==> src/rtl/apb_arb_pkg.sv <==
// Shared types and width helpers for the APB master arbiter.
// APB_TIMEOUT_EN (optional) enables the ACCESS-phase timeout in apb_master_arbiter.
package apb_arb_pkg;

  typedef enum logic [1:0] {
    IDLE   = 2'd0,
    SETUP  = 2'd1,
    ACCESS = 2'd2
  } apb_state_e;

  function automatic int unsigned idx_width(input int unsigned n);
    return (n > 1) ? $clog2(n) : 1;
  endfunction

  function automatic int unsigned cnt_width(input int unsigned t);
    return (t > 0) ? $clog2(t + 1) : 1;
  endfunction

endpackage

==> src/rtl/apb_rr_arbiter.sv <==
// Combinational round-robin picker: first set request at or after rr_ptr, wrapping.
module apb_rr_arbiter
  import apb_arb_pkg::*;
#(
  parameter int unsigned NUM_REQ = 4,
  parameter int unsigned IDX_W   = idx_width(NUM_REQ)
) (
  input  logic [NUM_REQ-1:0] req,
  input  logic [IDX_W-1:0]   rr_ptr,
  output logic [NUM_REQ-1:0] grant,
  output logic [IDX_W-1:0]   winner
);

  localparam logic [IDX_W:0] NREQ = (IDX_W + 1)'(NUM_REQ);

  logic             found;
  logic [IDX_W:0]   pos;

  // One extra bit on pos lets the wrap be a single subtract for any NUM_REQ.
  always_comb begin
    grant  = '0;
    winner = '0;
    found  = 1'b0;
    pos    = '0;
    for (int unsigned i = 0; i < NUM_REQ; i++) begin
      pos = {1'b0, rr_ptr} + (IDX_W + 1)'(i);
      if (pos >= NREQ) pos = pos - NREQ;
      if (!found && req[pos[IDX_W-1:0]]) begin
        found                   = 1'b1;
        grant[pos[IDX_W-1:0]]   = 1'b1;
        winner                  = pos[IDX_W-1:0];
      end
    end
  end

endmodule

==> src/rtl/apb_master_arbiter.sv <==
// Round-robin sharing of one APB master port between NUM_REQ command sources.
// Define APB_TIMEOUT_EN to abandon ACCESS after TIMEOUT_CYCLES cycles without pready.
module apb_master_arbiter
  import apb_arb_pkg::*;
#(
  parameter int unsigned NUM_REQ        = 4,
  parameter int unsigned WIDTH          = 32,
  parameter int unsigned ADDR_WIDTH     = 8,
  parameter int unsigned TIMEOUT_CYCLES = 16
) (
  input  logic                          pclk,
  input  logic                          preset,
  input  logic [NUM_REQ-1:0]            req_valid,
  input  logic [NUM_REQ*ADDR_WIDTH-1:0] req_addr,
  input  logic [NUM_REQ*WIDTH-1:0]      req_wdata,
  input  logic [NUM_REQ-1:0]            req_write,
  output logic [NUM_REQ-1:0]            req_ready,
  output logic [NUM_REQ-1:0]            rsp_valid,
  output logic [WIDTH-1:0]              rsp_rdata,
  output logic                          rsp_err,
  output logic                          psel,
  output logic                          penable,
  output logic [ADDR_WIDTH-1:0]         paddr,
  output logic                          pwrite,
  output logic [WIDTH-1:0]              pwdata,
  input  logic [WIDTH-1:0]              prdata,
  input  logic                          pready,
  input  logic                          pslverr
);

  localparam int unsigned      IDX_W = idx_width(NUM_REQ);
  localparam logic [IDX_W-1:0] LAST  = IDX_W'(NUM_REQ - 1);

  apb_state_e              state;
  logic [IDX_W-1:0]        rr_ptr;
  logic [NUM_REQ-1:0]      win_oh;
  logic [NUM_REQ-1:0]      grant;
  logic [IDX_W-1:0]        winner;
  logic [ADDR_WIDTH-1:0]   sel_addr;
  logic [WIDTH-1:0]        sel_wdata;
  logic                    sel_write;
  logic                    timed_out;

  apb_rr_arbiter #(
    .NUM_REQ (NUM_REQ),
    .IDX_W   (IDX_W)
  ) u_arb (
    .req     (req_valid),
    .rr_ptr  (rr_ptr),
    .grant   (grant),
    .winner  (winner)
  );

  // Gated by preset so every output reads 0 while reset is held.
  assign req_ready = (state == IDLE && !preset) ? grant : '0;

  always_comb begin
    sel_addr  = '0;
    sel_wdata = '0;
    sel_write = 1'b0;
    for (int unsigned i = 0; i < NUM_REQ; i++) begin
      if (grant[i]) begin
        sel_addr  = req_addr[i*ADDR_WIDTH +: ADDR_WIDTH];
        sel_wdata = req_wdata[i*WIDTH +: WIDTH];
        sel_write = req_write[i];
      end
    end
  end

`ifdef APB_TIMEOUT_EN
  localparam int unsigned CNT_W = cnt_width(TIMEOUT_CYCLES);

  logic [CNT_W-1:0] wait_cnt;

  // wait_cnt holds the number of ACCESS cycles already spent without pready.
  assign timed_out = (state == ACCESS) && (wait_cnt == CNT_W'(TIMEOUT_CYCLES - 1));

  always_ff @(posedge pclk or posedge preset) begin
    if (preset) begin
      wait_cnt <= '0;
    end else if (state == SETUP) begin
      wait_cnt <= '0;
    end else if (state == ACCESS && !pready && !timed_out) begin
      wait_cnt <= wait_cnt + 1'b1;
    end
  end
`else
  assign timed_out = 1'b0;
`endif

  always_ff @(posedge pclk or posedge preset) begin
    if (preset) begin
      state     <= IDLE;
      rr_ptr    <= '0;
      win_oh    <= '0;
      psel      <= 1'b0;
      penable   <= 1'b0;
      paddr     <= '0;
      pwrite    <= 1'b0;
      pwdata    <= '0;
      rsp_valid <= '0;
      rsp_rdata <= '0;
      rsp_err   <= 1'b0;
    end else begin
      rsp_valid <= '0;
      unique case (state)
        IDLE: begin
          if (|req_valid) begin
            win_oh <= grant;
            paddr  <= sel_addr;
            pwdata <= sel_wdata;
            pwrite <= sel_write;
            rr_ptr <= (winner == LAST) ? '0 : winner + 1'b1;
            psel   <= 1'b1;
            state  <= SETUP;
          end
        end
        SETUP: begin
          penable <= 1'b1;
          state   <= ACCESS;
        end
        ACCESS: begin
          // A pready in the limit cycle takes precedence over the timeout.
          if (pready) begin
            rsp_valid <= win_oh;
            rsp_rdata <= pwrite ? '0 : prdata;
            rsp_err   <= pslverr;
            psel      <= 1'b0;
            penable   <= 1'b0;
            state     <= IDLE;
          end else if (timed_out) begin
            rsp_valid <= win_oh;
            rsp_rdata <= '0;
            rsp_err   <= 1'b1;
            psel      <= 1'b0;
            penable   <= 1'b0;
            state     <= IDLE;
          end
        end
        default: state <= IDLE;
      endcase
    end
  end

endmodule

==> config.mk <==
export PLATFORM = sky130hd
export DESIGN_NAME = apb_master_arbiter
export DESIGN_NICKNAME = d
export VERILOG_FILES = /design/src/rtl/apb_arb_pkg.sv /design/src/rtl/apb_rr_arbiter.sv /design/src/rtl/apb_master_arbiter.sv
export SDC_FILE = /design/constraint.sdc
export NUM_CORES = 1
export LEC_CHECK = 0
export CORE_MARGIN = 10
export CORE_UTILIZATION = 43
export DETAILED_ROUTE_END_ITERATION = 7
export GPL_ROUTABILITY_DRIVEN = 0
export PLACE_DENSITY = 0.95
export RECOVER_POWER = 50
export SYNTH_ARGS = -nofsm -noshare
export SYNTH_HDL_FRONTEND = slang
export SYNTH_SLANG_ARGS = --single-unit
==> constraint.sdc <==
create_clock -name pclk -period 8.03 [get_ports pclk]
set_input_delay 2.0075 -clock pclk [delete_from_list [all_inputs] [get_ports pclk]]
set_output_delay 2.0075 -clock pclk [all_outputs]
set_load 0.1 [all_outputs]
==> run metrics <==
outcome=finished, violations left; violations in the final reports=capacitance limit, slew limit; maximum fanout along the worst path=43; residual overflow from global routing=0; width of the die=132.0 um; initial antenna violation count=2; fraction of layout cells with a size suffix above 1=5.163%; critical path startpoint=req_valid[2]; RSZ-0062 raised after global routing=no; type of destination of the critical path=output pin; die height=132.0 um; achievable clock frequency=143.6 MHz; start point of the worst min-delay path=rsp_rdata[4]$_DFFE_PP0P_; arrival time of the worst setup path=4.95 ns; HPWL after DPL=17130 um; Initial Utilization=44.38%; # Max-Cap Violations=2; count of synthesis-stage warnings from yosys=0; Crit path required time=6.02 ns; share of flip-flops with an asynchronous set or reset after synthesis=100.0%; total negative setup slack=0 ns; gr usage total=25.97%; final hold violation count=0; sum of routed wire length over all layers=23410 um; net count after synthesis=858; I/O pin count=288; ordered list of cells on the worst path=clkdlybuf4s50_1 > mux4_2 > inv_1 > nor2_1 > nor3_1 > a221o_2 > nor2b_1 > buf_4; vias in the first global route=6227; total DRC errors in the routed layout=0; mapped cell area=5398 um2; post-CTS repair timing setup buffer count=0; FP Rows=40; Max Root-Sink Buffers=2; Skew-Pair Late Insertion Delay=0.34 ns; count of mapped cells out of synthesis=647; worst setup slack for register-to-register paths=3.53 ns; most common flop cell mapped by yosys=sky130_fd_sc_hd__dfrtp_1; endpoints failing setup=0; most common cell after layout, fill and taps aside=sky130_fd_sc_hd__clkdlybuf4s50_1; number of buffers inserted during clock tree synthesis=9; count of nets left with antenna violations after detail routing=0; worst slew pin tran=2.581 ns; class of the tightest hold or removal check=flop to flop; Min Clock Period, post-route=6.962 ns; clk root buf=sky130_fd_sc_hd__clkbuf_16; most used routing layer=met2; Slowest Stage Delay on Critical Path=0.78 ns; GR met3 Demand/Resource=10.40%; Period Utilization, post-route=86.70%; distinct cell type count after synthesis=42; number of design-rule violations left by the first detailed-router iteration=475; clock slew at the register clock pins of the worst setup and hold paths=0.06 ns; via density per instance=5.814; CTS resizes=0; die outline area=17430 um2; Clock Sinks=88; core outline area=12160 um2; mean post-synth cell area=8.343 um2; number of storage elements in the synthesis netlist=88; GR Util met1=30.18%; count of TritonRoute iterations in the first routing pass=5; layout net count=1098; cts hold-fix bufs=0; worst slew margin relative to its limit=-72.07%; highest-count cells in the layout ignoring fill and taps=sky130_fd_sc_hd__clkdlybuf4s50_1 (279), sky130_fd_sc_hd__dfrtp_1 (88), sky130_fd_sc_hd__o21ai_0 (83), sky130_fd_sc_hd__nand2_1 (83), sky130_fd_sc_hd__a21oi_1 (48); per-cell routed wire length=22.06 um; Final Max Slew Viols=115; global-route wire length before repair=36280 um; slowest cell on the critical path=sky130_fd_sc_hd__a221o_2; buffers added on ports=287; clock tree from TritonCTS=done; met2 Use GR=41.65%; worst setup path category=input port to output pin; detailed-route via count=6169; sequential cell area fraction in the yosys report=40.80%; largest net degree at the start of global routing=84; EDFF count, synth=0; H-tree depth=3; synth-to-layout area growth=57.53%; Layout Skew=0.01122 ns; critical path launch point type=input port
worst paths after layout:
path	to	cells past startpoint
max	req_ready[0]	8
min	rsp_rdata[4]$_DFFE_PP0P_	2
max reg2reg	pwdata[6]$_DFFE_PP0P_	10
min reg2reg	rsp_rdata[4]$_DFFE_PP0P_	2
max in group asynchronous	rsp_rdata[9]$_DFFE_PP0P_	3
min in group asynchronous	pwdata[27]$_DFFE_PP0P_	2
synthesized netlist by cell type (all sizes together), types with 2 or more instances:
library cell / n / share of area, %
nand3b: 2 / 0.28
nor3: 2 / 0.39
o21ai: 123 / 11
mux4: 3 / 1.3
xnor2: 2 / 0.32
dfrtp: 88 / 41
nand2: 83 / 5.8
nor3b: 5 / 0.70
and3: 44 / 5.1
mux2: 5 / 1.0
inv: 11 / 0.76
nor2b: 5 / 0.58
clkbuf: 38 / 2.6
ha: 7 / 1.6
nand2b: 33 / 3.8
o31ai: 42 / 5.8
nor2: 17 / 1.2
a221o: 2 / 0.37
a21oi: 48 / 4.5
a31oi: 41 / 4.8
buf: 30 / 4.2
through the flow:
stage / worst slack, ns / hold WS [ns] / area, um2 / util [%] / cells
4_1_cts: 1.130 / 0.4832 / 8506 / 69.94 / 1059
3_5_place_dp: 1.134 / 0.4699 / 8214 / 67.54 / 1044
2_1_floorplan: 0.3933 / 0.4498 / 5398 / - / 647
3_3_place_gp: 1.273 / 0.4590 / 8214 / 67.54 / 1044
5_1_grt: 0.9416 / 0.5227 / 8503 / 69.92 / 1061
6_report: 1.068 / 0.4805 / 8503 / 69.92 / 1061
layout make-up:
type | count | area (um2)
clock inverter | 3 | 25.02
sequential | 88 | 2202
inverter | 11 | 42.54
timing repair buffer | 297 | 2930
antenna | 2 | 5.005
fill | 920 | 3659
clock buffer | 12 | 266.5
multi-input combinational | 480 | 2821
tap | 168 | 210.2
state kept, by name, indices dropped and copies added (netlist names), named ones only:
register   flops
rsp_err        1
penable        1
rsp_valid      4
state          2
paddr          8
pwrite         1
rsp_rdata     32
rr_ptr         1
psel           1
pwdata        32
win_oh         4
worst max-delay path: cells and delay by family:
family                 cells  cell delay, ns
AOI/OAI and AO/OA          1            0.78
buffers and inverters      3            1.05
muxes                      1            0.60
and+or+nand+nor            3            0.52
layer usage:
layer / part of all wire (%) / up-vias / routed length (um)
li1: - / 2802 / -
met3: 13 / 43 / 2985
met1: 38 / 2915 / 8964
met5: 0 / - / 0
met4: 2.9 / 0 / 685
met2: 46 / 409 / 10770
kinds of logic after synthesis:
kind of cell | Yosys count | share of synthesized area, %
compound gates | 266 | 28.56
simple gates | 195 | 18.45
flops | 88 | 40.80
buf+inv | 79 | 7.603
mux | 9 | 2.480
fa+ha+maj | 7 | 1.623
xor+xnor | 3 | 0.4869
Power is left out: the tool's default activity adds up to more than one toggle a clock period on the data nets, which glitch-free logic cannot reach.
==> edit (same settings) <==
Re-encode `apb_state_e` (3 states) as one-hot, 3 bits wide.
--- a/src/rtl/apb_arb_pkg.sv
+++ b/src/rtl/apb_arb_pkg.sv
@@ -2,10 +2,10 @@
 // APB_TIMEOUT_EN (optional) enables the ACCESS-phase timeout in apb_master_arbiter.
 package apb_arb_pkg;
 
-  typedef enum logic [1:0] {
-    IDLE   = 2'd0,
-    SETUP  = 2'd1,
-    ACCESS = 2'd2
+  typedef enum logic [2:0] {
+    IDLE   = 3'b001,
+    SETUP  = 3'b010,
+    ACCESS = 3'b100
   } apb_state_e;
 
   function automatic int unsigned idx_width(input int unsigned n);
Function: same outputs for any inputs over 4 cycles, from zero or initial values and one cycle with preset high; so few cycles prove little.
==> edit against the original RTL <==
The run still ends with capacitance limit, slew limit left; clock skew about the same; count of clock-buffer cells in the layout down 1; sequential cell count up 1; worst hold slack better by 0.00055 ns; synthesized cell count up 1.5%; die area up 0.67%; routed wire length down 1.3%; worst setup slack worse by 0.15 ns; cell area up 1.2%; global-route usage down 0.76 points; synthesized area up 0.79%; critical path type unchanged; highest routed layer unchanged.
Power is not shown: default switching activity piles up to over one toggle a cycle in this logic, so the estimate is an artifact.
==> edit: results (changes against the original RTL) <==
routed_via_density: 5.793  # was 5.814
first_iter_violations: 675  # was 475
hp-start: "rsp_rdata[22]$_DFFE_PP0P_"  # was rsp_rdata[4]$_DFFE_PP0P_
holdPathEnd: "rsp_rdata[22]$_DFFE_PP0P_"  # was rsp_rdata[4]$_DFFE_PP0P_
startpoint: "req_valid[2]"  # unchanged
setup_slack_ns: 0.9161  # was 1.068 ns
preCtsSetupSlack_ns: 1.133  # was 1.134 ns
wl_um: 23110  # was 23410 µm
r2r_end: "pwdata[8]$_DFFE_PP0P_"  # was pwdata[6]$_DFFE_PP0P_
synth.area.top_cells: "dfrtp_1, o21ai_0, nand2_1, o31ai_1, and3_1"  # was dfrtp_1, o21ai_0, o31ai_1, nand2_1, and3_1
synth_cell_type_count: 47  # was 42
reg2reg_depth: 11  # was 10
status: "finished with violations"  # unchanged
drv_slew: 143  # was 115
grt_pass1_wl_um: 35220  # was 36280 µm
synth_nets: 868  # was 858
yosysSeqAreaShare_pct: 40.96  # was 40.80%
synth.top_cells.by_count: "dfrtp_1, nand2_1, o21ai_0"  # unchanged
violations: "capacitance limit, slew limit"  # unchanged
vias: 6222  # was 6169
relSlewSlack_pct: -164.5  # was -72.07%
hpwl_um: 16800  # was 17130 µm
maxCapViolations: 2  # unchanged
reg2reg_slack_ns: 3.64  # was 3.53 ns
finalClockSkew_ns: 0.01136  # was 0.01122 ns
place_area_mm2: 0.008278  # was 0.008214 mm²
drive_gt1_share_pct: 5.111  # was 5.163%
cts_max_path_buffers: 2  # unchanged
arrival_ns: 5.11  # was 4.95 ns
first_global_vias: 6299  # was 6227
==> edit: cell families (layout without fill, tap and decap cells) <==
logic type,Yosys count,in the layout,share of synthesized area (%)
fa+ha+maj,7,7,1.610
compound gates,265,265,28.24
flops,89,89,40.96
simple gates,204,204,19.16
other cells,0,2,0
mux,9,9,2.438
buf+inv,80,323,7.107
xor+xnor,3,3,0.4831
==> edit: final cells by class <==
| type | count | area [µm²] |
|---|---|---|
| clock inverters | 5 | 86.33 |
| multi-input cells | 488 | 2858 |
| fillers | 934 | 3913 |
| clock buffers | 11 | 242.7 |
| flip-flops and latches | 89 | 2228 |
| inverters | 10 | 38.79 |
| well taps | 172 | 215.2 |
| repair buffers | 297 | 2930 |
| diodes | 2 | 5.005 |
==> edit: metal layers <==
layer,part of all wire [%],GRT usage (%)
met2,48,41.55
met3,11,8.630
met1,37,28.52
met5,0,0
met4,4.3,12.59
==> edit: tightest hold or removal path, stage by stage (launching register included) <==
cell     delay, ns
dfrtp_1       0.34
nand2_1       0.04
o21ai_0       0.06
